===== src/rtl/core_sequencer.sv =====
// core_sequencer: opcode-aware multi-cycle control FSM for the 9-bit-instruction core.
// Steps fetch/decode/execute/memory/writeback and counts busy cycles and retired instructions.
module core_sequencer #(
    parameter logic [3:0] LOAD_OP     = 4'b0101,
    parameter logic [3:0] STORE_OP    = 4'b0110,
    parameter logic [3:0] BR_OP       = 4'b0111,
    parameter logic [3:0] HALT_OP     = 4'b1111,
    parameter int         MEM_TIMEOUT = 8
) (
    input  logic        CLK,
    input  logic        init_n,
    input  logic        go,
    input  logic [3:0]  opcode,
    input  logic        branch_taken,
    input  logic        mem_ready,
    output logic        pc_rst,
    output logic        pc_en,
    output logic        pc_load,
    output logic        ir_en,
    output logic        rf_wr_en,
    output logic        mem_rd,
    output logic        mem_wr,
    output logic        busy,
    output logic        halt,
    output logic        err,
    output logic [15:0] cycle_ct,
    output logic [15:0] instr_ct
);

    typedef enum logic [2:0] {
        S_IDLE   = 3'd0,
        S_FETCH  = 3'd1,
        S_DECODE = 3'd2,
        S_EXEC   = 3'd3,
        S_MEM    = 3'd4,
        S_WB     = 3'd5,
        S_HALT   = 3'd6
    } state_t;

    localparam logic [7:0] TMO_LAST = 8'(MEM_TIMEOUT - 1);

    state_t     state;
    state_t     state_nxt;
    logic [7:0] tmo_ct;
    logic [7:0] tmo_ct_nxt;
    logic       start;
    logic       retire;
    logic       tmo_hit;

    always_ff @(posedge CLK or negedge init_n) begin
        if (!init_n) begin
            state  <= S_IDLE;
            tmo_ct <= 8'd0;
        end else begin
            state  <= state_nxt;
            tmo_ct <= tmo_ct_nxt;
        end
    end

    always_comb begin
        state_nxt  = state;
        tmo_ct_nxt = tmo_ct;
        start      = 1'b0;
        retire     = 1'b0;
        tmo_hit    = 1'b0;
        pc_en      = 1'b0;
        pc_load    = 1'b0;
        ir_en      = 1'b0;
        rf_wr_en   = 1'b0;
        mem_rd     = 1'b0;
        mem_wr     = 1'b0;
        busy       = 1'b1;
        halt       = 1'b0;

        case (state)
            S_IDLE: begin
                busy = 1'b0;
                if (go) begin
                    start     = 1'b1;
                    state_nxt = S_FETCH;
                end
            end
            S_FETCH: begin
                ir_en     = 1'b1;
                state_nxt = S_DECODE;
            end
            S_DECODE: begin
                state_nxt = S_EXEC;
            end
            S_EXEC: begin
                if (opcode == HALT_OP) begin
                    retire    = 1'b1;
                    state_nxt = S_HALT;
                end else if (opcode == BR_OP) begin
                    retire    = 1'b1;
                    pc_load   = branch_taken;
                    pc_en     = !branch_taken;
                    state_nxt = S_FETCH;
                end else if (opcode == LOAD_OP || opcode == STORE_OP) begin
                    tmo_ct_nxt = 8'd0;
                    state_nxt  = S_MEM;
                end else begin
                    state_nxt = S_WB;
                end
            end
            S_MEM: begin
                // opcode is still the latched instruction here, so it selects read vs write
                mem_rd = (opcode == LOAD_OP);
                mem_wr = (opcode == STORE_OP);
                if (mem_ready) begin
                    if (opcode == LOAD_OP) begin
                        state_nxt = S_WB;
                    end else begin
                        pc_en     = 1'b1;
                        retire    = 1'b1;
                        state_nxt = S_FETCH;
                    end
                end else if (tmo_ct == TMO_LAST) begin
                    tmo_hit   = 1'b1;
                    state_nxt = S_HALT;
                end else begin
                    tmo_ct_nxt = tmo_ct + 8'd1;
                end
            end
            S_WB: begin
                rf_wr_en  = 1'b1;
                pc_en     = 1'b1;
                retire    = 1'b1;
                state_nxt = S_FETCH;
            end
            S_HALT: begin
                busy = 1'b0;
                halt = 1'b1;
                if (go) begin
                    start     = 1'b1;
                    state_nxt = S_FETCH;
                end
            end
            default: begin
                busy      = 1'b0;
                state_nxt = S_IDLE;
            end
        endcase
    end

    // go reaches pc_rst combinationally, so mask it while reset is asserted
    assign pc_rst = start & init_n;

    always_ff @(posedge CLK or negedge init_n) begin
        if (!init_n) begin
            err      <= 1'b0;
            cycle_ct <= 16'd0;
            instr_ct <= 16'd0;
        end else if (start) begin
            err      <= 1'b0;
            cycle_ct <= 16'd0;
            instr_ct <= 16'd0;
        end else begin
            if (tmo_hit) begin
                err <= 1'b1;
            end
            if (busy && cycle_ct != 16'hFFFF) begin
                cycle_ct <= cycle_ct + 16'd1;
            end
            if (retire && instr_ct != 16'hFFFF) begin
                instr_ct <= instr_ct + 16'd1;
            end
        end
    end

endmodule


===== config.mk =====
export PLATFORM = sky130hd
export DESIGN_NAME = core_sequencer
export DESIGN_NICKNAME = d
export VERILOG_FILES = /design/src/rtl/core_sequencer.sv
export SDC_FILE = /design/constraint.sdc
export NUM_CORES = 1
export LEC_CHECK = 0
export CORE_UTILIZATION = 52
export DETAILED_ROUTE_END_ITERATION = 10
export GPL_TIMING_DRIVEN = 0
export PLACE_DENSITY = 0.8
export SLEW_MARGIN = 20
export SYNTH_ARGS = -nofsm -noshare
export SYNTH_HDL_FRONTEND = slang
export SYNTH_SLANG_ARGS = --single-unit

===== constraint.sdc =====
create_clock -name CLK -period 2.16 [get_ports CLK]
set_input_delay 0.324 -clock CLK [delete_from_list [all_inputs] [get_ports CLK]]
set_output_delay 0.324 -clock CLK [all_outputs]
set_load 0.02 [all_outputs]

* Word level (Yosys, flattened, before mapping) *
Cells that the tools add are included.

operators by class
  $add $sub $neg = 3
  multiply operators = 0
  divide/modulo/power cells = 0
  $lt $le $gt $ge = 0
  equal/unequal tests = 20
  shift operators = 0
  mux-type cells = 42
  bitwise gates (word level) = 1
  reduce and logical (&&, ||, !) cells = 13

operators by type and width
  operator                 count
  $mux W16                 4
  $mux W8                  5
  $add A16 B1 Y16 const B  2
  $ne A16 B16 Y1 const B   2
  $mux W1                  23
  $mux W3                  6
  $pmux W3 S6              1
  $pmux W8 S2              1
  $eq A4 B3 Y1 const B     3
  $ne A2 B2 Y1 const B     5
  $eq A3 B3 Y1 const B     3
  $add A8 B1 Y8 const B    1
  $eq A8 B3 Y1 const B     1
  $reduce_bool A2 Y1       4
  $eq A3 B2 Y1 const B     2
  $pmux W1 S3              2
  $reduce_and A6 Y1        1
  $reduce_or A5 Y1         1
  $eq A4 B4 Y1 const B     1
  $eq A3 B1 Y1 const B     1
  $logic_not A3 Y1         1
  $ne A3 B3 Y1 const B     1
  $logic_and A1 B1 Y1      2
  $ne A2 B1 Y1 const B     1
  other kinds (5)          5

storage, ports and cells
  register bits after elaboration = 44
  latch bits = 0
  RAM bits = 0
  ROM bits = 0
  output and inout bits = 42
  memories kept = 0

* Depth between registers and ports, before layout *
  word-level depth = 7
  gate-level depth with buffers = 8
  gate-level depth less buffers = 6

* Worst setup path after synthesis *
No wires, ideal clock.

  path kind = flip-flop to flip-flop
  start point = register instr_ct[0]
  end point = register instr_ct[8]
  setup time = 124 ps
  arrival = 1949 ps
  required time = 2036 ps
  setup slack = 87 ps
  stages on the path, launching flop included = 8
  path buffers = 1
  clock period less this slack = 2073 ps
  cell sequence = dfrtp_1 -> ha_1 -> nand2_1 -> nor4_1 -> and3_1 -> clkbuf_1 -> nor4_1 -> a211o_1

on the way
  word-level cells in the longest chain between the ends = 3
  elaborated cells between the ends (all ways) = 6

RTL lines
  element                                                   RTL line  text
  from (decl)                                               27        output logic [15:0] instr_ct
  from (signal assigned)                                    166       instr_ct <= instr_ct + 16'd1;
  $add A16 B1 Y16 / $ne A16 B16 Y1 (equally long branches)  166, 165
  $mux W16 / $logic_and A1 B1 Y1 (equally long branches)    165       if (retire && instr_ct != 16'hFFFF) begin
  $mux W16 / $reduce_bool A2 Y1 (equally long branches)     n/a

Several ways; a longest one is shown, not always the timed one. The select of a mux whose other input is x is not followed.
A chain may end at the register's enable or synchronous reset.

* Worst setup path after layout *
  start point = register state[2]
  end point = output busy

on the way
  word-level cells in the longest chain between the ends = 3
  elaborated cells between the ends (all ways) = 7

RTL lines
  element                               RTL line  text
  from (decl)                           42        state_t state;
  from (signal assigned)                55        state <= state_nxt;
  $eq A3 B3 Y1 (tied with other cells)  75        case (state)
  $reduce_or A5 Y1 (no line) (*)        n/a
  $mux W1 (*)                           75
  to (decl)                             23        output logic busy,

Every way passes the cells marked *; elsewhere a longest branch is shown, timed or not.

==> qor.yml <==
worst_setup_path:
  worst-setup-path-type: "reg -> out"
  reg2regPathDepth: 5
  crit_path_end_kind: "output pin"
  cp_max_fo: 10
  critPathLaunchType: "flop"
  r2r_slack_ns: 0.11
  crit_required_ns: 1.84
  cp-startpoint: "state[2]$_DFFE_PN0P_"
  r2r_start: "state[1]$_DFFE_PN0P_"
  timing.critical_path.to: "busy"
  arrival_ns: 1.76
  timing.rr.end: "tmo_ct[6]$_DFFE_PN0P_"
cells_and_area:
  area_growth_pct: 29.6
  final_common_cell: "dfrtp_1"
  drive_gt1_share_pct: 12.0
  fin_util_pct: 71.0
  final_cell_mix: "dfrtp_1, clkdlybuf4s50_1, nand2_1, nor2_1, nand3_1"
  fin_nets: 371
  antenna_cells: 0
sta:
  fin_crit_sh_pct: 96.3
  rsz0062_at_grt: "false"
  fin_crit_ns: 2.08
  tightest_slew_ns: 0.487
  fin_ws_ns: 0.0803
  max-slew-margin-rel_pct: 67.5
  fin_skew_ns: 0.00988
  setup_viol: 0
  tns_ns: 0
  drv_slew: 0
  max_freq_mhz: 481
  hold_viol_final: 0
detailed_routing:
  vias_per_cell: 5.94
  routed_wl_mm: 6.47
  drc: 0
  dr.pass1.iters: 4
  routed-via-count: 2530
  ant_nets: 0
  drt_iter0_drc: 194
  routedWlPerCell_um: 15.2
yosys:
  synth_cell_type_count: 48
  syn_avg_cell_area_um2: 8.83
  yosysWarnings: 0
  synth_top_flop_cell: "dfrtp_1"
  ys_seq_area_share_pct: 42.0
  synth-seq-cells: 44
  synthesis.nets: 309
  ys_async_sr_fraction_pct: 100
  synth_cells: 297
  synth_edf_count: 0
  syn_area_um2: 2620
floorplan:
  die_area_um2: 5330
  ios: 51
  dieHeight_um: 73
  initial_core_util_pct: 54.8
  die_x_um: 73
  core_area_um2: 4790
  rows: 25
power:
  leakagePower_nw: 1.45
  vdd_drop_max_mv: 0.706
  p_per_area_nw_per_um2: 946
min_path:
  hold_path.class: "in -> async"
place:
  numPortBuffers: 49
  pre_cts_ws_ns: -0.703
  dpl.hpwl_mm: 4.40
  gp_congestion: 0.910
cts:
  clock-sinks: 44
  root_buffer: "clkbuf_8"
  h-tree-depth: 2
  clock_latency_ns: 0.30
  cts_buffers: 5
  clk_pin_slew_ns: 0.09
  cts_tree: "yes"
  clockBufferDepth: 2
grt:
  grt_pass1_wl_mm: 10.7
  grtUsageTotal_pct: 25.6
  grt_max_degree: 27
  antenna_found_initial: 0
  grt_overflow: 0
  grt_pass1_vias: 2266
flow_run:
  drv_cap: 0
outcome:
  outcome: "finished, final reports clean"
routing by layer:
layer,GRT usage (%),vias to the layer above,share of wire [%]
met4,8.06,0,1.2
met5,0,-,0
met2,40.4,80,46
met3,4.14,9,5.2
li1,-,1233,-
met1,36.1,1208,48
cell families after synthesis:
family	after synthesis	share of synthesized area [%]
xor gates and xnor gates	14	4.68
and+or+nand+nor	162	32.9
muxes	8	3.10
buffers and inverters	15	2.29
AOI/OAI and AO/OA	51	13.6
adders and majority gates	3	1.43
DFF	44	42.0
area by class of cell:
cell class              count  area, µm²
multi-input cells         238       1520
fillers                   387       1390
flip-flops and latches     44       1100
repair buffers             58        547
well taps                  67       83.8
clock buffers               6       72.6
plain buffers               8       48.8
inverters                   4       15.0
clock inverters             1       5.00
how the worst min path moves through the flow:
stage                              from                        to  slack (ns)  cells past startpoint
6_report                         init_n   cycle_ct[6]$_DFFE_PN0P_        0.49                      2
5_1_grt                          init_n   cycle_ct[0]$_DFFE_PN0P_        0.51                      2
4_1_cts                          init_n   cycle_ct[6]$_DFFE_PN0P_        0.51                      2
3_5_place_dp                     init_n  cycle_ct[12]$_DFFE_PN0P_        0.29                      1
3_3_place_gp   cycle_ct[15]$_DFFE_PN0P_  cycle_ct[15]$_DFFE_PN0P_        0.49                      1
2_1_floorplan                    init_n   cycle_ct[0]$_DFFE_PN0P_        0.03                      0
what timing repair did:
action / CTS / global route
pin swaps: 3 / 1
gates cloned: 0 / 0
endpoints found under the setup margin: 22 / 21
hold endpoints to repair: 18 / 0
hold buffers: 1 / 0
resized for setup: 33 / 17
setup buffers: 3 / 4
power breakdown:
| group | leakage, nW | total, mW | internal [mW] | switching [mW] |
|---|---|---|---|---|
| clock | 0.0410 | 0.507 | 0.221 | 0.286 |
| sequential | 0.595 | 1.24 | 0.988 | 0.247 |
| combinational | 0.811 | 1.47 | 0.646 | 0.826 |
| total | 1.45 | 3.21 | 1.86 | 1.36 |
synthesized netlist by cell type, drive strengths merged, types with 2 or more instances:
| library cell | count | area [µm²] |
|---|---|---|
| dfrtp | 44 | 1100 |
| nand2 | 35 | 131 |
| nor2 | 29 | 111 |
| nand3 | 19 | 95.1 |
| o21ai | 16 | 80.1 |
| nor4 | 13 | 81.3 |
| nand4 | 12 | 75.1 |
| nor3 | 10 | 55.1 |
| a21oi | 8 | 40.0 |
| clkbuf | 8 | 30.0 |
| a221o | 7 | 70.1 |
| and2 | 7 | 43.8 |
| mux2i | 7 | 70.1 |
| xnor2 | 7 | 61.3 |
| xor2 | 7 | 61.3 |
| and3 | 6 | 37.5 |
| nor2b | 5 | 31.3 |
| o211ai | 5 | 37.5 |
| inv | 4 | 15.0 |
| or3 | 4 | 25.0 |
| and4 | 3 | 26.3 |
| buf | 3 | 15.0 |
| ha | 3 | 37.5 |
| nand3b | 3 | 22.5 |
| nor3b | 3 | 22.5 |
| nor4b | 3 | 26.3 |
| o31ai | 3 | 22.5 |
| or4 | 3 | 22.5 |
| a31oi | 2 | 12.5 |
| nand4b | 2 | 17.5 |
| o32a | 2 | 20.0 |
| or2 | 2 | 12.5 |
critical path, stage by stage, from the launching register on:
cell and delay [ns]:
dfrtp_1 0.42, buf_4 0.18, or3_4 0.41, nand2_2 0.10, inv_1 0.04, dlygate4sd2_1 0.31
sequential cells by signal (all words and copies together) (netlist names):
| register | count |
|---|---|
| state | 3 |
| cycle_ct | 16 |
| err | 1 |
| instr_ct | 16 |
| tmo_ct | 8 |
through the flow:
step	area [µm²]	total power [mW]	instances	hold WS, ns
global placement	3200	2.58	413	0.489
finish	3400	3.21	426	0.490
floorplan	2620	2.06	297	0.0284
detailed placement	3210	2.61	414	0.292
CTS	3360	3.18	423	0.513
global route	3400	3.44	426	0.513
(Power assumes the default switching activity.)
